==> config.mk <==
export PLATFORM = sky130hd
export DESIGN_NAME = cnn_mac_pipe_flat
export DESIGN_NICKNAME = d
export VERILOG_FILES = /design/src/rtl/cnn_mac_pipe_if.sv /design/src/rtl/cnn_mac_pipe.sv /design/src/flat_wrapper.sv
export SDC_FILE = /design/constraint.sdc
export NUM_CORES = 1
export LEC_CHECK = 0
export CAP_MARGIN = 20
export CORE_ASPECT_RATIO = 0.8
export CORE_MARGIN = 3
export CORE_UTILIZATION = 50
export DETAILED_ROUTE_END_ITERATION = 7
export GPL_TIMING_DRIVEN = 0
export PLACE_DENSITY = 0.68
export SLEW_MARGIN = 20
export SYNTH_ARGS = -nofsm -noshare
export SYNTH_HDL_FRONTEND = slang
export SYNTH_SLANG_ARGS = --single-unit
export TNS_END_PERCENT = 50
==> constraint.sdc <==
create_clock -name ap_clk -period 4.4 [get_ports ap_clk]
set_input_delay 0.88 -clock ap_clk [delete_from_list [all_inputs] [get_ports ap_clk]]
set_output_delay 0.88 -clock ap_clk [all_outputs]
set_load 0.01 [all_outputs]
==> src/rtl/cnn_mac_pipe_if.sv <==
// Term-in / result-out handshake bundle for cnn_mac_pipe.
// master = term producer / result consumer side; slave = the MAC pipe.
interface cnn_mac_pipe_if #(
  parameter int A_WIDTH    = 14,
  parameter int B_WIDTH    = 7,
  parameter int DOUT_WIDTH = 16
);
  logic                  in_vld;
  logic                  in_rdy;
  logic [A_WIDTH-1:0]    in_a;
  logic [B_WIDTH-1:0]    in_b;
  logic                  in_last;
  logic                  out_vld;
  logic                  out_rdy;
  logic [DOUT_WIDTH-1:0] out_data;
  logic                  out_sat;

  modport master (
    output in_vld, in_a, in_b, in_last, out_rdy,
    input  in_rdy, out_vld, out_data, out_sat
  );

  modport slave (
    input  in_vld, in_a, in_b, in_last, out_rdy,
    output in_rdy, out_vld, out_data, out_sat
  );
endinterface

==> src/rtl/cnn_mac_pipe.sv <==
// Pipelined signed MAC: register inputs, multiply, accumulate over a window,
// then scale / rectify / saturate and hand one result per window downstream.
module cnn_mac_pipe #(
  parameter int A_WIDTH    = 14,
  parameter int B_WIDTH    = 7,
  parameter int B_SIGNED   = 0,
  parameter int ACC_WIDTH  = 32,
  parameter int SHIFT      = 0,
  parameter int DOUT_WIDTH = 16,
  parameter int RELU       = 0
) (
  input logic           ap_clk,
  input logic           ap_rst_n,
  cnn_mac_pipe_if.slave bus
);
  localparam int P_WIDTH = A_WIDTH + B_WIDTH;
  localparam logic signed [ACC_WIDTH-1:0] MAX_V =
    {{(ACC_WIDTH-DOUT_WIDTH+1){1'b0}}, {(DOUT_WIDTH-1){1'b1}}};
  localparam logic signed [ACC_WIDTH-1:0] MIN_V =
    {{(ACC_WIDTH-DOUT_WIDTH+1){1'b1}}, {(DOUT_WIDTH-1){1'b0}}};

  logic                         en;
  logic                         s1_vld, s1_last, s2_vld, s2_last;
  logic signed [A_WIDTH-1:0]    s1_a;
  logic        [B_WIDTH-1:0]    s1_b;
  logic signed [B_WIDTH:0]      b_ext;
  logic signed [P_WIDTH-1:0]    prod, s2_p;
  logic signed [ACC_WIDTH-1:0]  acc, sum, shifted, rect;
  logic        [DOUT_WIDTH-1:0] clamp_data;
  logic                         clamp_sat;
  logic                         out_vld, out_sat;
  logic        [DOUT_WIDTH-1:0] out_data;

  assign en           = !out_vld || bus.out_rdy;
  assign bus.in_rdy   = en;
  assign bus.out_vld  = out_vld;
  assign bus.out_data = out_data;
  assign bus.out_sat  = out_sat;

  // Unsigned weights gain a zero MSB so the signed multiply stays exact.
  assign b_ext   = (B_SIGNED != 0) ? {s1_b[B_WIDTH-1], s1_b} : {1'b0, s1_b};
  assign prod    = s1_a * b_ext;
  assign sum     = acc + ACC_WIDTH'(s2_p);
  assign shifted = sum >>> SHIFT;

  always_comb begin
    rect       = shifted;
    clamp_sat  = 1'b0;
    clamp_data = '0;
    if (RELU != 0 && shifted < 0) rect = '0;
    if (rect > MAX_V) begin
      clamp_data = MAX_V[DOUT_WIDTH-1:0];
      clamp_sat  = 1'b1;
    end else if (rect < MIN_V) begin
      clamp_data = MIN_V[DOUT_WIDTH-1:0];
      clamp_sat  = 1'b1;
    end else begin
      clamp_data = rect[DOUT_WIDTH-1:0];
    end
  end

  always_ff @(posedge ap_clk) begin
    if (en) begin
      s1_a    <= bus.in_a;
      s1_b    <= bus.in_b;
      s1_last <= bus.in_last;
      s2_p    <= prod;
      s2_last <= s1_last;
    end
  end

  always_ff @(posedge ap_clk) begin
    if (!ap_rst_n) begin
      s1_vld   <= 1'b0;
      s2_vld   <= 1'b0;
      acc      <= '0;
      out_vld  <= 1'b0;
      out_data <= '0;
      out_sat  <= 1'b0;
    end else if (en) begin
      s1_vld <= bus.in_vld;
      s2_vld <= s1_vld;
      if (s2_vld && s2_last) begin
        acc      <= '0;
        out_data <= clamp_data;
        out_sat  <= clamp_sat;
        out_vld  <= 1'b1;
      end else begin
        if (s2_vld) acc <= sum;
        // en with out_vld high implies out_rdy, so a held result drains here
        out_vld <= 1'b0;
      end
    end
  end
endmodule

==> src/flat_wrapper.sv <==
// flat-port wrapper written by rule: the top's interface ports become plain ports
module cnn_mac_pipe_flat 
#(
  parameter int A_WIDTH    = 14,
  parameter int B_WIDTH    = 7,
  parameter int B_SIGNED   = 0,
  parameter int ACC_WIDTH  = 32,
  parameter int SHIFT      = 0,
  parameter int DOUT_WIDTH = 16,
  parameter int RELU       = 0
)
  (ap_clk, ap_rst_n, bus_in_vld, bus_in_a, bus_in_b, bus_in_last, bus_out_rdy, bus_in_rdy, bus_out_vld, bus_out_data, bus_out_sat);
  cnn_mac_pipe_if #(.A_WIDTH(A_WIDTH), .B_WIDTH(B_WIDTH), .DOUT_WIDTH(DOUT_WIDTH)) bus_i ();
  input logic ap_clk;
  input logic ap_rst_n;
  input wire logic [$bits(bus_i.in_vld)-1:0] bus_in_vld;
  input wire logic [$bits(bus_i.in_a)-1:0] bus_in_a;
  input wire logic [$bits(bus_i.in_b)-1:0] bus_in_b;
  input wire logic [$bits(bus_i.in_last)-1:0] bus_in_last;
  input wire logic [$bits(bus_i.out_rdy)-1:0] bus_out_rdy;
  output wire logic [$bits(bus_i.in_rdy)-1:0] bus_in_rdy;
  output wire logic [$bits(bus_i.out_vld)-1:0] bus_out_vld;
  output wire logic [$bits(bus_i.out_data)-1:0] bus_out_data;
  output wire logic [$bits(bus_i.out_sat)-1:0] bus_out_sat;
  assign bus_i.in_vld = bus_in_vld;
  assign bus_i.in_a = bus_in_a;
  assign bus_i.in_b = bus_in_b;
  assign bus_i.in_last = bus_in_last;
  assign bus_i.out_rdy = bus_out_rdy;
  assign bus_in_rdy = bus_i.in_rdy;
  assign bus_out_vld = bus_i.out_vld;
  assign bus_out_data = bus_i.out_data;
  assign bus_out_sat = bus_i.out_sat;
  cnn_mac_pipe #(.A_WIDTH(A_WIDTH), .B_WIDTH(B_WIDTH), .B_SIGNED(B_SIGNED), .ACC_WIDTH(ACC_WIDTH), .SHIFT(SHIFT), .DOUT_WIDTH(DOUT_WIDTH), .RELU(RELU)) u_core (.ap_clk(ap_clk), .ap_rst_n(ap_rst_n), .bus(bus_i));
endmodule
[Word-level counts from Yosys, hierarchy flattened]
Cells that the tools add are included.
Widths: inputs -> output; s select.
Word-level totals
  output and inout bits: 19
  bits in latches: 0
  ROM bits: 0
  memory bits (writable): 0
  register bits: 96
  input bits: 26
  memories kept: 0
Operators by class
  equality and inequality tests: 0
  div/mod/pow operators: 0
  shifts and indexed selects: 0
  $mul: 1
  order comparisons: 2
  bitwise operators: 0
  mux-type cells: 7
  reduce and logical (&&, ||, !) cells: 6
  add/subtract/negate cells: 1
Operators with widths (count)
  $mux 32: 2
  $add 32x21->32: 1
  $gt 32x16->1 const B: 1
  $lt 32x16->1 const B: 1
  $mux 16: 2
  $mul 14x8->21: 1
  $reduce_and 2->1: 2
  $mux 1: 3
  $reduce_bool 2->1: 1
  $logic_and 1x1->1: 1
  $logic_not 1->1: 1
  $logic_or 1x1->1: 1

[Logic depth before layout (Yosys ltp)]
Gate-level depths: netlist of run 1.
  depth after elaboration: 4
  mapped depth: 21
  depth with buffers taken out: 20

[Least setup slack after synthesis of run 1]
OpenSTA, ideal clock, no wires.
  path kind: flip-flop to flip-flop
  start point: register u_core.s1_b[3]
  end point: register u_core.s2_p[20] (data pin)
  stages on the path, launching flop included: 19
  data arrival time: 4.578 ns
  setup slack: -0.446 ns
  library setup time: 0.268 ns
  cell sequence: edfxtp_1 > clkbuf_1 > and2_1 > fa_1 > fa_1 > inv_1 > fa_1 > fa_1 > inv_1 > ha_1 > inv_1 > o21ai_0 > a21oi_1 > o21ai_0 > a41oi_1 > a21oi_1 > a41o_1 > o41ai_1 > xnor2_1
Between the ends
  longest elaborated chain between the ends: 1
RTL lines
  from (decl): line cnn_mac_pipe.sv:25  | logic [B_WIDTH-1:0] s1_b;
  from (signal assigned): line cnn_mac_pipe.sv:65  | s1_b <= bus.in_b;
  $mul 14x8->21: line cnn_mac_pipe.sv:42  | assign prod = s1_a * b_ext;
  via u_core.prod[20]: line cnn_mac_pipe.sv:27  | logic signed [P_WIDTH-1:0] prod, s2_p;
  to (signal assigned): line cnn_mac_pipe.sv:67  | s2_p <= prod;
  to (decl): line cnn_mac_pipe.sv:27
The timed path passes the listed nets, and every way through them passes these cells.
A chain may end at the register's enable or synchronous reset.

[Final worst setup path of run 1]
  start point: register u_core.s1_b[4]
  end point: register u_core.s2_p[19] (data pin)
Same word-level chain as after synthesis.

==> results.cfg, run 1 <==
[outcome]
status = finished with violations
violations = negative setup slack

[pwr]
irDropWorstVdd_mv = 0.270
leakagePower_nw = 4.57
power_mw = 5.60
p_per_area_mw_per_mm2 = 541

[timing]
fmax_mhz = 215
slew_headroom_pct = 49.6
tightest_slew_ps = 754
period_share_pct = 106
setup_viol = 7
clock_skew_ps = 22.3
slew_viol_final = 0
fin_crit_ps = 4660
rsz0062_at_grt = yes
hold_viol_final = 0
fin_ws_ps = -257

[floorplanning]
fp.dieH_um = 124
dieArea_mm2 = 0.0191
initial_utilization_pct = 51.9
die_x_um = 154
rows = 42
core-area_mm2 = 0.0169
io_pins = 45

[clock_tree]
htreeDepth = 3
postCtsHoldBufs = 0
cts_tree = done
clk_pin_slew_ps = 80
numClockSinks = 96
cts-root-buf = clkbuf_16
worstSkewPairLatency_ps = 370
numCtsBuffers = 9
cts_buffer_depth = 2

[cells_and_area]
diodes = 0
drive_gt1_share_pct = 13.6
fillers = 1430
design_area_mm2 = 0.0104
final_common_cell = inv_1
fin_cells = 1242
area_growth_pct = 18.3
mostFrequentLayoutCells = inv_1, and2_1, fa_1
num-nets-final = 1192

[placed_design]
detailed_place_hpwl_mm = 14.9
placed_cells = 1194
place_area_mm2 = 0.00963
io_buffer_count = 43
gp_congestion = 0.910

[global_routing]
first_global_vias = 6683
grt.overflow.total = 0
grt_max_degree = 51
track_usage_pct = 20.6
grt_pass1_wl_mm = 32.6
grt_antenna_before_repair = 0

[run]
drv_cap = 0

[route]
remaining_drc_errors = 0
firstDrtPassIters = 5
drt_iter0_markers = 452
wl_per_cell_um = 15.7
postRouteAntennaNets = 0
num_vias = 6777
viasPerCell = 5.46
wl_mm = 19.5

[synthesis]
synthArstFlopShare_pct = 0
avgSynthCellArea_um2 = 9.40
synth_top_area_share_pct = 17.2
ys_seq_elements = 96
ys_warn_count = 0
synthTopCellsByArea = fa_1, edfxtp_1, dfxtp_1
yosysTopAreaCell = fa_1
netlist_instances = 931
synth-seq-area-share_pct = 27.0
synthFlopType = dfxtp_1
syn_nets = 1105
synth-edff-count = 44
synth.distinct_cells = 66
netlist_area_mm2 = 0.00875

[setup_path]
worstPathArrival_ps = 4760
cp.required_ps = 4500
cp_max_fo = 5
worstSetupPathType = flop to flop
cp-end-kind = flop
start_kind = flop

[min_path]
hold_path.class = flop to flop
Yosys cell counts (all sizes together) (3+ instances only):
library cell and count:
and2 94, nand2 64, and3 9, nand2b 7, ha 73, inv 115
a21oi 38, or2 3, o21a 3, nor2 32, a221oi 3, edfxtp 44
xor2 13, buf 6, a211oi 12, dfxtp 52, a21boi 5, nand3 15
o22ai 14, a41o 3, clkbuf 28, nor2b 28, o21ai 48, fa 75
xnor2 28, o211ai 23, o41ai 3, a22oi 18, nor4 4, a21o 15
nor3 16, o21bai 5, or3 5
through the flow:
stage	worst slack, ps	util [%]	hold WS (ps)	setup TNS, ps
after floorplan	-33.9	-	400	-38.4
after global placement	-1470	57.1	464	-58600
after detailed placement	-439	57.1	478	-2020
after CTS	-263	60.6	498	-814
after global routing	-467	61.4	513	-2400
final	-257	61.4	493	-1120
final cells by class:
| cell class | instances | area, µm² | share of cell area (%) |
|---|---|---|---|
| multi-input combinational | 686 | 6120 | 59.1 |
| buffer | 34 | 179 | 1.73 |
| sequential | 96 | 2360 | 22.8 |
| clock inverter | 4 | 33.8 | 0.326 |
| tap | 220 | 275 | 2.66 |
| timing repair buffer | 76 | 688 | 6.65 |
| clock buffer | 11 | 264 | 2.55 |
| inverter | 115 | 432 | 4.17 |
flip-flops by register name (all words and copies together), names as in the netlist:
name	cells
u_core.acc	32
u_core.s2_p	21
u_core.bus.out_data	16
u_core.s1_a	14
u_core.s1_b	7
u_core.bus.out_sat	1
u_core.bus.out_vld	1
u_core.s1_last	1
u_core.s1_vld	1
u_core.s2_last	1
u_core.s2_vld	1
worst max-delay path, stage by stage, from the launching register on:
cell	delay [ps]
edfxtp_1	480
clkbuf_8	200
and2_1	150
fa_2	350
fa_1	520
fa_1	530
inv_2	40
fa_1	540
inv_2	50
ha_4	270
a21boi_4	180
o21ai_2	100
a21boi_2	160
o21ai_2	90
a21o_1	230
a211oi_2	300
or4_1	150
nand3_1	70
routing by layer:
layer	GRT usage, %	up-vias	part of all wire, %
li1	-	3364	-
met1	30.6	3238	50
met2	31.7	153	44
met3	3.27	22	4.3
met4	5.04	0	1.4
met5	0	-	0
kinds of logic (layout without fill, tap and decap cells):
logic type                 Yosys count  count (layout)  synth area share, %
adders and majority gates          148             148                 27.6
muxes                                3               3                0.358
DFF                                 96              96                 27.0
xor gates and xnor gates            41              41                 4.10
AOI/OAI and AO/OA                  209             209                 17.0
and+or+nand+nor                    285             285                 17.3
buffers and inverters              149             240                 6.54
path summary, 6_finish.rpt:
check                      start               to  slack (ps)  cells after the start
hold / removal    u_core.s1_last   u_core.s2_last         490                      0
setup reg to reg  u_core.s1_b[4]  u_core.s2_p[19]        -260                     17
setup / recovery  u_core.s1_b[4]  u_core.s2_p[19]        -260                     17
hold reg to reg   u_core.s1_last   u_core.s2_last         490                      0
power by group:
part | internal [mW] | total, mW | switching, mW
combinational | 1.61 | 3.53 | 1.92
sequential | 1.18 | 1.26 | 0.0809
clock | 0.437 | 0.813 | 0.376
total | 3.22 | 5.60 | 2.38
repair_timing:
action	4_1_cts	5_1_grt
cloned	1	0
setup buffers	20	12
setup endpoints to repair	9	22
resized for setup	34	18
hold endpoints to repair	0	0
pin swaps	46	27
(Power assumes the default switching activity.)
==> run 2, diff against run 1 <==
--- a/config.mk
+++ b/config.mk
@@ -10,7 +10,7 @@
 export CORE_MARGIN = 3
 export CORE_UTILIZATION = 50
 export DETAILED_ROUTE_END_ITERATION = 7
-export GPL_TIMING_DRIVEN = 0
+export MAX_ROUTING_LAYER = met4
 export PLACE_DENSITY = 0.68
 export SLEW_MARGIN = 20
 export SYNTH_ARGS = -nofsm -noshare
==> run 2 against run 1 <==
The run still ends with negative setup slack left; sequential share of layout area fell by 0.36 points; final cell count grew 1.5%; global-route usage fell by 0.36 points; non-clock buffer count is 18 higher; first-iteration DRC count fell by 1.5%; hold slack got worse by 80 ps; worst setup slack improved by 35 ps; clock skew shrank 9.1 ps; clock power is essentially flat; core utilization increased by 0.98 points; maximum frequency grew 0.75%; sequential power about the same; highest routed layer unchanged.
==> results.cfg, run 2 (synthesis gave the netlist of run 1 again) <==
[outcome]
status = finished with violations
violations = negative setup slack

[setup_path]
worstSetupPathType = flop to flop
worstPathArrival_ps = 4730
regToRegSetupSlack_ps = -220
reg2reg_depth = 17
cp_max_fo = 7
r2r_end = u_core.s2_p[20]
worstReg2RegStart = u_core.s1_b[2]
cp.required_ps = 4500
crit_end = u_core.s2_p[20]
crit_start = u_core.s1_b[2]
cp-end-kind = flop
start_kind = flop

[timing]
slew_headroom_pct = 62.6
rsz0062_at_grt = yes
fin_crit_ps = 4620
fin_ws_ps = -222
hold_viol_final = 0
slew_viol_final = 0
setup_viol = 5
fmax_mhz = 216
period_share_pct = 105
holdWs_ps = 414
tightest_slew_ps = 561
clock_skew_ps = 13.1

[placed_design]
detailed_place_hpwl_mm = 14.5
io_buffer_count = 44
gp_congestion = 0.877
place_area_mm2 = 0.00997

[cells_and_area]
design_area_mm2 = 0.0105
top_register = u_core.acc
largest_register_ffs = 32
diodes = 0
register_area_mm2 = 0.00236
top_regs = u_core.acc x32, u_core.s2_p x21, u_core.bus.out_data x16
multi_input_area_mm2 = 0.00606
fillers = 1410
num-nets-final = 1210
area_growth_pct = 20.2
drive_gt1_share_pct = 16.1
mostFrequentLayoutCells = inv_1, and2_1, buf_4
final_common_cell = inv_1

[pwr]
leakagePower_nw = 4.72
irDropWorstVdd_mv = 0.297
switching_share_pct = 41.4
p_sw_mw = 2.36
p_int_mw = 3.33
power_mw = 5.69
p_comb_share_pct = 63.1
power_frac_clock_pct = 14.3
p_per_area_mw_per_mm2 = 541
seqPwrFrac_pct = 22.5

[global_routing]
grt.overflow.total = 0
grt_antenna_before_repair = 0
grt_max_degree = 64
grt_pass1_wl_mm = 31.4
track_usage_pct = 20.2
first_global_vias = 6314

[clock_tree]
worstSkewPairLatency_ps = 360
numClockSinks = 96
numCtsBuffers = 9
htreeDepth = 3
cts_buffer_depth = 2
cts_tree = done
clk_pin_slew_ps = 70
cts-root-buf = clkbuf_16

[route]
viasPerCell = 5.32
wl_per_cell_um = 14.9
firstDrtPassIters = 7
drt_iter0_markers = 445
num_vias = 6707
wl_mm = 18.7
remaining_drc_errors = 0
postRouteAntennaNets = 0

[min_path]
hold_path.class = flop to flop

[floorplanning]
fp.dieH_um = 124
dieArea_mm2 = 0.0191
io_pins = 45
rows = 42
initial_utilization_pct = 51.9
die_x_um = 154
core-area_mm2 = 0.0169

[run]
drv_cap = 0
[run 2: worst min-delay path by stage]
stage	start	end	cells past startpoint
finish	u_core.s1_last	u_core.s2_last	0
detailed placement	u_core.s1_last	u_core.s2_last	0
global placement	u_core.s1_last	u_core.s2_last	0
global route	u_core.s1_last	u_core.s2_last	0
CTS	u_core.s1_last	u_core.s2_last	0
floorplan	u_core.s1_last	u_core.s2_last	0
[run 2: layer usage]
| layer | track usage (%) | routed length, µm | vias to the layer above | part of all wire [%] |
|---|---|---|---|---|
| met2 | 28.4 | 7990 | 132 | 43 |
| li1 | - | - | 3405 | - |
| met4 | 2.91 | 141 | 0 | 0.75 |
| met3 | 3.68 | 734 | 9 | 3.9 |
| met1 | 31.3 | 9880 | 3161 | 53 |
| met5 | - | 0 | - | 0 |
[run 2: worst max-delay path: stages (launching register included)]
cell and delay [ps]:
edfxtp_1 490, buf_6 180, buf_6 110, and2_4 130, fa_1 540, fa_1 430
fa_1 490, inv_1 50, fa_1 480, inv_2 50, ha_4 240, a21oi_2 140
o21ai_2 80, a41oi_2 180, a21oi_2 100, a41o_1 210, o41ai_2 360, xnor2_1 110
[run 2: cell type report]
cell class | count | area share (%)
timing repair buffer | 128 | 10.2
clock inverter | 6 | 0.559
multi-input combinational | 686 | 57.6
sequential | 96 | 22.5
clock buffer | 10 | 2.38
tap | 220 | 2.62
inverter | 115 | 4.10
[run 2: timing repair]
action	in CTS	in global routing
pin swaps	11	13
gates resized for setup	19	14
cloned	0	1
hold buffers	0	0
endpoints found under the setup margin	6	9
buffers inserted	10	6
[run 2: power groups by stage]
stage | Combinational [mW] | Sequential [mW] | Clock [mW]
2_1_floorplan | 2.42 | 1.27 | 0
3_3_place_gp | 3.28 | 1.30 | 0
3_5_place_dp | 3.34 | 1.30 | 0
4_1_cts | 3.45 | 1.28 | 0.836
5_1_grt | 4.06 | 1.30 | 0.877
6_report | 3.59 | 1.28 | 0.816
[run 2: stage by stage]
stage / setup WS (ps) / utilization (%) / TNS [ps] / cells
floorplan: -33.9 / - / -38.4 / 931
global placement: -209 / 59.1 / -764 / 1228
detailed placement: -267 / 59.1 / -1020 / 1228
finish: -222 / 62.3 / -983 / 1261
global route: -431 / 62.3 / -2250 / 1261
CTS: -189 / 61.6 / -678 / 1254
==> run 3, diff against run 2 <==
--- a/config.mk
+++ b/config.mk
@@ -10,6 +10,7 @@
 export CORE_MARGIN = 3
 export CORE_UTILIZATION = 50
 export DETAILED_ROUTE_END_ITERATION = 7
+export HOLD_SLACK_MARGIN = 0.1
 export MAX_ROUTING_LAYER = met4
 export PLACE_DENSITY = 0.68
 export SLEW_MARGIN = 20
==> results of run 3 <==
No change in the layout: final DEF, timing and power equal those of run 2.
